## config.mk

```make
export PLATFORM = sky130hd
export DESIGN_NAME = uart_tx_serializer
export DESIGN_NICKNAME = d
export VERILOG_FILES = /design/src/rtl/uart_pkg.sv /design/src/rtl/uart_baud_tick.sv /design/src/rtl/uart_tx_serializer.sv
export SDC_FILE = /design/constraint.sdc
export NUM_CORES = 1
export LEC_CHECK = 0
export ABC_AREA = 1
export ABC_CLOCK_PERIOD_IN_PS = 1900
export BUFFER_PORTS_ARGS = -buffer_cell sky130_fd_sc_hd__buf_2
export CAP_MARGIN = 25
export CORE_MARGIN = 2
export CORE_UTILIZATION = 35
export CTS_CLUSTER_SIZE = 25
export DETAILED_ROUTE_END_ITERATION = 8
export GPL_ROUTABILITY_DRIVEN = 1
export GPL_TIMING_DRIVEN = 0
export PLACE_DENSITY = 0.57
export SLEW_MARGIN = 10
export SYNTH_ARGS = -nofsm -noshare
export SYNTH_HDL_FRONTEND = slang
export SYNTH_SLANG_ARGS = --single-unit
```

## constraint.sdc

```tcl
create_clock -name clk_i -period 1.9 [get_ports clk_i]
set_clock_uncertainty 0.2 [all_clocks]
set_input_delay 0.095 -clock clk_i [delete_from_list [all_inputs] [get_ports clk_i]]
set_output_delay 0.095 -clock clk_i [all_outputs]
set_load 0.02 [all_outputs]
```

## src/rtl/uart_pkg.sv

```systemverilog
`default_nettype none
// ============================================================================
// Module : uart_pkg
// Brief  : Shared UART constants, parity encodings, TX state encoding and
//          a parity helper.
// Rev    : 1.0  initial release
// ============================================================================
package uart_pkg;

  localparam int UART_CLK_FREQ = 11059200;
  localparam int UART_BAUD     = 9600;

  // Parity mode encodings
  localparam int PAR_NONE = 0;
  localparam int PAR_EVEN = 1;
  localparam int PAR_ODD  = 2;

  // Transmitter state encoding
  localparam logic [2:0] ST_IDLE   = 3'd0;
  localparam logic [2:0] ST_START  = 3'd1;
  localparam logic [2:0] ST_DATA   = 3'd2;
  localparam logic [2:0] ST_PARITY = 3'd3;
  localparam logic [2:0] ST_STOP   = 3'd4;

  typedef enum logic [2:0] {
    S_IDLE   = ST_IDLE,
    S_START  = ST_START,
    S_DATA   = ST_DATA,
    S_PARITY = ST_PARITY,
    S_STOP   = ST_STOP
  } tx_state_e;

  // Parity bit for a byte: even mode makes the total count of ones even.
  function automatic logic parity_bit(input logic [7:0] b, input int mode);
    return (mode == PAR_ODD) ? ~(^b) : (^b);
  endfunction

endpackage
`default_nettype wire

```

## src/rtl/uart_baud_tick.sv

```systemverilog
`default_nettype none
// ============================================================================
// Module : uart_baud_tick
// Brief  : Free-running 0..DIV-1 counter with synchronous clear; tick_o is
//          high in the cycle the count equals DIV-1.
// Rev    : 1.0  initial release
// ============================================================================
module uart_baud_tick #(
  parameter int DIV = 4
) (
  input  logic clk_i,
  input  logic rst_ni,
  input  logic clr_i,
  output logic tick_o
);

  localparam int CNT_W = (DIV > 1) ? $clog2(DIV) : 1;
  localparam logic [CNT_W-1:0] C_LAST = CNT_W'(DIV - 1);

  logic [CNT_W-1:0] cnt_q;
  logic [CNT_W-1:0] cnt_d;
  logic             w_at_last;

  assign w_at_last = (cnt_q == C_LAST);
  assign tick_o    = w_at_last && !clr_i;

  // Next count: hold at zero while cleared, wrap after the last count
  always_comb begin
    cnt_d = cnt_q + CNT_W'(1);
    if (clr_i || w_at_last) begin
      cnt_d = '0;
    end
  end

  // Counter register
  always_ff @(posedge clk_i or negedge rst_ni) begin
    if (!rst_ni) begin
      cnt_q <= '0;
    end else begin
      cnt_q <= cnt_d;
    end
  end

endmodule
`default_nettype wire

```

## src/rtl/uart_tx_serializer.sv

```systemverilog
`default_nettype none
// ============================================================================
// Module : uart_tx_serializer
// Brief  : Byte-serial UART transmitter: start bit, 8 data bits LSB first,
//          optional parity, 1 or 2 stop bits. Start/busy handshake.
// Rev    : 1.0  initial release
// ============================================================================
module uart_tx_serializer
  import uart_pkg::*;
#(
  parameter int CLK_FREQ  = UART_CLK_FREQ,
  parameter int BAUD      = UART_BAUD,
  parameter int PARITY    = PAR_NONE,
  parameter int STOP_BITS = 1
) (
  input  logic       clk_i,
  input  logic       rst_ni,
  input  logic       tx_start_i,
  input  logic [7:0] tx_data_i,
  output logic       tx_busy_o,
  output logic       tx_done_o,
  output logic       txd_o
);

  localparam int   DIV       = CLK_FREQ / BAUD;
  localparam logic STOP_LAST = 1'(STOP_BITS - 1);

  generate
    if (DIV < 2 || PARITY < 0 || PARITY > 2 || !(STOP_BITS == 1 || STOP_BITS == 2)) begin : g_bad_params
      $error("uart_tx_serializer: illegal DIV/PARITY/STOP_BITS parameter combination");
    end
  endgenerate

  tx_state_e  state_q, state_d;
  logic [7:0] shift_q, shift_d;
  logic [2:0] bit_cnt_q, bit_cnt_d;
  logic       stop_cnt_q, stop_cnt_d;
  logic       par_q, par_d;
  logic       txd_q, txd_d;
  logic       busy_q, busy_d;
  logic       done_q, done_d;

  logic       w_baud_clr;
  logic       w_baud_tick;

  // The bit timer is held at zero while idle so every frame starts aligned
  assign w_baud_clr = (state_q == S_IDLE);

  uart_baud_tick #(
    .DIV (DIV)
  ) u_baud_tick (
    .clk_i  (clk_i),
    .rst_ni (rst_ni),
    .clr_i  (w_baud_clr),
    .tick_o (w_baud_tick)
  );

  // Next-state logic; txd/busy/done are computed one step ahead and registered
  always_comb begin
    state_d    = state_q;
    shift_d    = shift_q;
    bit_cnt_d  = bit_cnt_q;
    stop_cnt_d = stop_cnt_q;
    par_d      = par_q;
    txd_d      = txd_q;
    busy_d     = busy_q;
    done_d     = 1'b0;
    unique case (state_q)
      S_IDLE: begin
        if (tx_start_i) begin
          shift_d = tx_data_i;
          par_d   = parity_bit(tx_data_i, PARITY);
          state_d = S_START;
          txd_d   = 1'b0;
          busy_d  = 1'b1;
        end
      end
      S_START: begin
        if (w_baud_tick) begin
          state_d   = S_DATA;
          bit_cnt_d = 3'd0;
          txd_d     = shift_q[0];
        end
      end
      S_DATA: begin
        if (w_baud_tick) begin
          shift_d   = {1'b0, shift_q[7:1]};
          bit_cnt_d = bit_cnt_q + 3'd1;
          if (bit_cnt_q == 3'd7) begin
            if (PARITY != PAR_NONE) begin
              state_d = S_PARITY;
              txd_d   = par_q;
            end else begin
              state_d    = S_STOP;
              stop_cnt_d = 1'b0;
              txd_d      = 1'b1;
            end
          end else begin
            txd_d = shift_q[1];
          end
        end
      end
      S_PARITY: begin
        if (w_baud_tick) begin
          state_d    = S_STOP;
          stop_cnt_d = 1'b0;
          txd_d      = 1'b1;
        end
      end
      S_STOP: begin
        if (w_baud_tick) begin
          if (stop_cnt_q == STOP_LAST) begin
            state_d = S_IDLE;
            busy_d  = 1'b0;
            done_d  = 1'b1;
            txd_d   = 1'b1;
          end else begin
            stop_cnt_d = stop_cnt_q + 1'b1;
          end
        end
      end
      default: begin
        state_d = S_IDLE;
        txd_d   = 1'b1;
        busy_d  = 1'b0;
      end
    endcase
  end

  // State and output registers; reset drops any frame in flight
  always_ff @(posedge clk_i or negedge rst_ni) begin
    if (!rst_ni) begin
      state_q    <= S_IDLE;
      shift_q    <= '0;
      bit_cnt_q  <= '0;
      stop_cnt_q <= 1'b0;
      par_q      <= 1'b0;
      txd_q      <= 1'b1;
      busy_q     <= 1'b0;
      done_q     <= 1'b0;
    end else begin
      state_q    <= state_d;
      shift_q    <= shift_d;
      bit_cnt_q  <= bit_cnt_d;
      stop_cnt_q <= stop_cnt_d;
      par_q      <= par_d;
      txd_q      <= txd_d;
      busy_q     <= busy_d;
      done_q     <= done_d;
    end
  end

  assign txd_o     = txd_q;
  assign tx_busy_o = busy_q;
  assign tx_done_o = done_q;

endmodule
`default_nettype wire

```

# --- After elaboration in Yosys (flattened, before gate mapping) ---
# Index checks and enable logic that the tools add are counted.
word_totals:
  out_inout_bits: 3
  mem_bits_rw: 0
  input_bits: 11
  romBits: 0
  wordCells: 75
  regBits: 29
  latch_bits: 0
  mem_count: 0
classes:
  n_bitwise: 1
  n_addsub: 3
  reduce_logical: 14
  shifts: 0
  magnitude_cmp: 0
  n_eq_ne: 13
  mul: 0
  div: 0
  n_mux: 36
op_table:
  columns: ["operator", "n"]
  rows:
  - ["$mux W3", 9]
  - ["$mux W1", 18]
  - ["$mux W8", 2]
  - ["$pmux W8 S2", 1]
  - ["$pmux W3 S5", 1]
  - ["$add A11 B1 Y11 const B", 1]
  - ["$eq A11 B11 Y1 const B", 1]
  - ["$mux W11", 1]
  - ["$ne A2 B1 Y1 const B", 4]
  - ["$reduce_and A7 Y1", 1]
  - ["$eq A3 B2 Y1 const B", 2]
  - ["$eq A3 B3 Y1 const B", 2]
  - ["$ne A2 B2 Y1 const B", 3]
  - ["$pmux W1 S3", 2]
  - ["$pmux W3 S2", 1]
  - ["$reduce_and A3 Y1", 2]
  - ["$reduce_and A6 Y1", 1]
  - ["$pmux W1 S5", 1]
  - ["$reduce_and A5 Y1", 1]
  - ["$reduce_and A4 Y1", 1]
  - ["$reduce_bool A2 Y1", 2]
  - ["$add A3 B1 Y3 const B", 1]
  - ["$eq A3 B1 Y1 const B", 1]
  - ["$logic_not A3 Y1", 1]
  - ["other kinds (7)", 7]

# --- Logic depth before layout (Yosys ltp) ---
logic_depth:
  ltp_word: 5
  ltp_mapped: 9
  depth_no_buf: 9

# --- Modules after synthesis ---
# Synthesis repeated with hierarchy kept, for this count alone.
hier_totals:
  hier_cells: 191
  hier_area_um2: 1569.0
by_module_without_submodules:
  columns: ["mod", "cells_each", "area_per_inst_um2", "seq_area_each_um2", "n_inst"]
  rows:
  - ["uart_tx_serializer", 115, 947.2, 426.7, 1]
  - ["uart_baud_tick", 76, 621.8, 275.3, 1]

# --- Worst setup path before layout ---
# Ideal clock, no wire load.
synth_path:
  path_kind: "reg2reg"
  from: "reg u_baud_tick.cnt_q[0]"
  to: "reg state_q[0]"
  required_time_ps: 1579
  arrival_time_ps: 1314
  synth_period_minus_slack_ps: 1634
  setup_ps: 121
  setup_slack_ps: 266
  path_stages_with_launch: 9
  path_buffers: 0
  path_cell_list: "dfrtp_1 > ha_1 > nand2_1 > nor2_2 > nand3_1 > nand3_1 > nand2_1 > nand2_1 > nand2_1"
synth_via:
  elab_chain_cells: 4
  elab_cells_between_ends: 7
  cone_classes: "5 x eq/ne; 2 x reduce/logical"
synth_lines:
  columns: ["item", "line_no", "text"]
  rows:
  - ["start: declaration", "uart_baud_tick.sv:20", "logic [CNT_W-1:0] cnt_q;"]
  - ["start signal: assignment", "uart_baud_tick.sv:40", "cnt_q <= cnt_d;"]
  - ["$eq A11 B11 Y1 *", "uart_baud_tick.sv:24", "assign w_at_last = (cnt_q == C_LAST);"]
  - ["$logic_and A1 B1 Y1 *", "uart_baud_tick.sv:25", "assign tick_o = w_at_last && !clr_i;"]
  - ["$ne A2 B1 Y1 (no line)", null, null]
  - ["$reduce_and A7 Y1 (no line) *", null, null]
  - ["end signal: assignment", "uart_tx_serializer.sv:142", "state_q <= state_d;"]
  - ["end: declaration", "uart_tx_serializer.sv:34", "tx_state_e state_q, state_d;"]
# Mark *: on every way between the ends. The rest lies on a longest branch, timed or not.
# A chain may end at the register's enable or synchronous reset.

# --- Final worst setup path ---
# Ends and elaborated chain as after synthesis.

==> impl_metrics.csv <==
group,metric,value,unit
sta,setup_viol,0,
synth,synth_top_family_by_area,"simple AND/OR/NAND/NOR gates",
setup_path,path_buf_inv,0,
sta,fmax,561,MHz
synth,synthSimpleGateAreaFrac,0.390,
cells_and_area,nNetsFinal,238,
cells_and_area,instances_no_fill,273,
synth,synth_mux_area_frac,0,
run,max_cap_viol_count,0,
route,drt-vias-per-instance,4.61,
setup_path,rrSetupSlack,0.12,ns
clock_tree,cts_buffers,3,
floorplan,core,0.00403,mm²
pwr,vdd_drop_max,0.319,mV
setup_path,crit_required,1.87,ns
route,drtAntennaViolNets,0,
route,wl_per_cell,10.9,µm
cells_and_area,antenna_cells,0,
pwr,power_density,547,mW/mm²
placement,portBuffers,13,
synth,syn_nets,206,
placement,routabilityCongestion,0.769,
sta,fin_ws,0.118,ns
synth,synth_area_leaders,"dfrtp_1 (46%), nand2_1 (19%), nand3_1 (7.8%), nor2_1 (4.3%), inv_1 (3.8%)",
setup_path,arrival,1.75,ns
route,drc,0,
cells_and_area,drive_above_1_share,0.157,
clock_tree,clock_latency,0.27,ns
pwr,p_leak,0.878,nW
grt,grt_pass1_vias,1182,
clock_tree,cts_tree,"built",
grt,grt_max_degree,29,
floorplan,fp.dieW,68.9,µm
synth,synth_edf_count,0,
setup_path,cp-start-kind,"flip-flop",
setup_path,cp_num_cells,8,
placement,dp_hpwl,2.02,mm
sta,layout_min_cycle_time,1.78,ns
sta,finalMaxSlewViolations,0,
sta,worst_pin_slew,0.644,ns
floorplan,io_pins,14,
synth,postSynth.asyncResetShare,1.00,
synth,netlist.area_leader.share,0.458,
floorplan,start_util,0.366,
cells_and_area,syn2layout_area_growth,21.4,%
pwr,p_total,0.979,mW
synth,synth-seq-cells,28,
floorplan,dieArea,0.00475,mm²
clock_tree,cts_buffer_depth,2,
synth,synth_common_cells,"nand2_1 (73), dfrtp_1 (27), nand3_1 (23)",
route,finalWirelength,2.98,mm
cells_and_area,fillers,443,
synth,yosys.area_share.xor_xnor,0.0178,
clock_tree,root_buffer,"clkbuf_8",
setup_path,crit_top_cell,"nand2_1",
cells_and_area,multi_input_area,704,µm²
clock_tree,clock_sinks,28,
sta,relSlewSlack,0.570,
route,vias,1258,
setup_path,reg2reg_to,"state_q[0]$_DFFE_PN0P_",
setup_path,worst_r2r_path_depth,8,
run_status,status,"finished, final reports clean",
setup_path,critPathMaxFanout,6,
setup_path,r2r_start,"u_baud_tick.cnt_q[0]$_DFF_PN0_",
setup_path,critPathKind,"flip-flop to flip-flop",
setup_path,cpPeakStageDelay,0.38,ns
synth,yosysTopAreaCell,"dfrtp_1",
placement,dp_worst_setup_slack,-0.0664,ns
sta,fin_crit_sh,0.938,
setup_path,crit_start,"u_baud_tick.cnt_q[0]$_DFF_PN0_",
setup_path,endpoint_kind,"flip-flop",
synth,seq_area_frac_synth,0.476,
clock_tree,clk_pin_slew,0.10,ns
grt,grt_pass1_wl,5.18,mm
route,drt_iter0_drc,57,
grt,grt-ovfl-total,0,
setup_path,crit_chain,"ha_1, nand2_1, nor2_4, nand3_1, nand3_1, nand2_1, nand2_1, nand2_1",
worst_hold_path,hp-class,"input port to async pin",
synth,synth_cell_types,25,
synth,synth_fa_ha_area_frac,0.0254,
grt,track_usage,0.145,
synth,syn_avg_cell_area,7.68,µm²
synth,synthFlopType,"dfrtp_1",
setup_path,slowest_stage,"dfrtp_1",
cells_and_area,ff_latch_area,702,µm²
sta,finalSetupTns,0,ns
clock_tree,cts_max_level,1,
placement,placed_cells,255,
setup_path,timing.critical_path.to,"state_q[0]$_DFFE_PN0P_",
route,dr.pass1.iters,4,
synth,synth_compound_area_frac,0.0356,
synth,yosysMostFrequentCell,"nand2_1",
floorplan,fp.dieH,68.9,µm
synth,netlist_instances,192,
setup_path,critical-path-top-delay-family,"simple AND/OR/NAND/NOR gates",
sta,hold_viol,0,
floorplan,rows,23,
grt,grt_antenna_before_repair,0,
synth,synth.cell_area,0.00148,mm²
synth,synth_warnings,0,
## metal layers
layer / up-vias / track usage / part of all wire
met5: - / 0 / 0
met3: 4 / 0.0260 / 0.023
li1: 672 / - / -
met4: 0 / 0.0515 / 0.012
met1: 567 / 0.204 / 0.51
met2: 15 / 0.221 / 0.45
## layout make-up
class	count	area share
Buffer	3	0.0119
Clock buffer	4	0.0252
Inverter	16	0.0335
Multi-Input combinational cell	145	0.393
Sequential cell	28	0.392
Tap cell	50	0.0349
Timing Repair Buffer	27	0.109
## power breakdown
| group | switching, mW | internal (mW) |
|---|---|---|
| clock | 0.188 | 0.150 |
| sequential | 0 | 0.596 |
| combinational | 0.0204 | 0.0243 |
| total | 0.208 | 0.770 |
## kinds of logic (layout without fill, tap and decap cells)
kind of cell    Yosys count  after routing
xor+xnor                  3              3
fa+ha+maj                 3              3
buf+inv                  19             50
flops                    28             28
simple gates            129            129
compound gates           10             10
## cells in the final DEF (no fill, tap or decap), types with 3 or more instances in the layout
master | Yosys | final
nand2_1 | 73 | 71
dfrtp_1 | 27 | 27
nand3_1 | 23 | 23
nor2_1 | 17 | 16
inv_1 | 15 | 15
buf_2 | 2 | 15
dlygate4sd3_1 | 0 | 10
a21oi_1 | 5 | 5
o21ai_0 | 4 | 4
buf_4 | 0 | 4
nand2_2 | 1 | 3
nor3b_1 | 3 | 3
xor2_1 | 3 | 3
ha_1 | 3 | 3
clkbuf_8 | 0 | 3
## state kept, by name, indices dropped and copies added (netlist names)
register and cells:
bit_cnt_q 3, shift_q 8, state_q 3, tx_busy_o 1, tx_done_o 1, txd_o 1, u_baud_tick.cnt_q 11
## per-stage QoR
stage / util / cell area, µm² / hold WS, ns
finish: 0.444 / 1790 / 0.170
global route: 0.444 / 1790 / 0.256
CTS: 0.436 / 1760 / 0.197
detailed placement: 0.398 / 1600 / -0.0340
global placement: 0.398 / 1600 / -0.0402
floorplan: - / 1480 / -0.401
## repair_timing
action | CTS | global route
endpoints found under the hold margin | 36 | 0
hold buffers | 10 | 0
setup buffers | 0 | 4
gates resized for setup | 2 | 2
endpoints found under the setup margin | 12 | 22
pin swaps | 0 | 1
## worst min path at each step
stage | start | to | cells after the start | slack, ns
6_report | rst_ni | shift_q[6]$_DFFE_PN0P_ | 2 | 0.17
5_1_grt | rst_ni | u_baud_tick.cnt_q[2]$_DFF_PN0_ | 2 | 0.26
4_1_cts | rst_ni | u_baud_tick.cnt_q[2]$_DFF_PN0_ | 2 | 0.20
3_5_place_dp | rst_ni | u_baud_tick.cnt_q[2]$_DFF_PN0_ | 1 | -0.03
3_3_place_gp | rst_ni | u_baud_tick.cnt_q[2]$_DFF_PN0_ | 1 | -0.04
2_1_floorplan | rst_ni | bit_cnt_q[0]$_DFFE_PN0P_ | 0 | -0.40
Note: power is estimated with default switching activity, not from simulation.
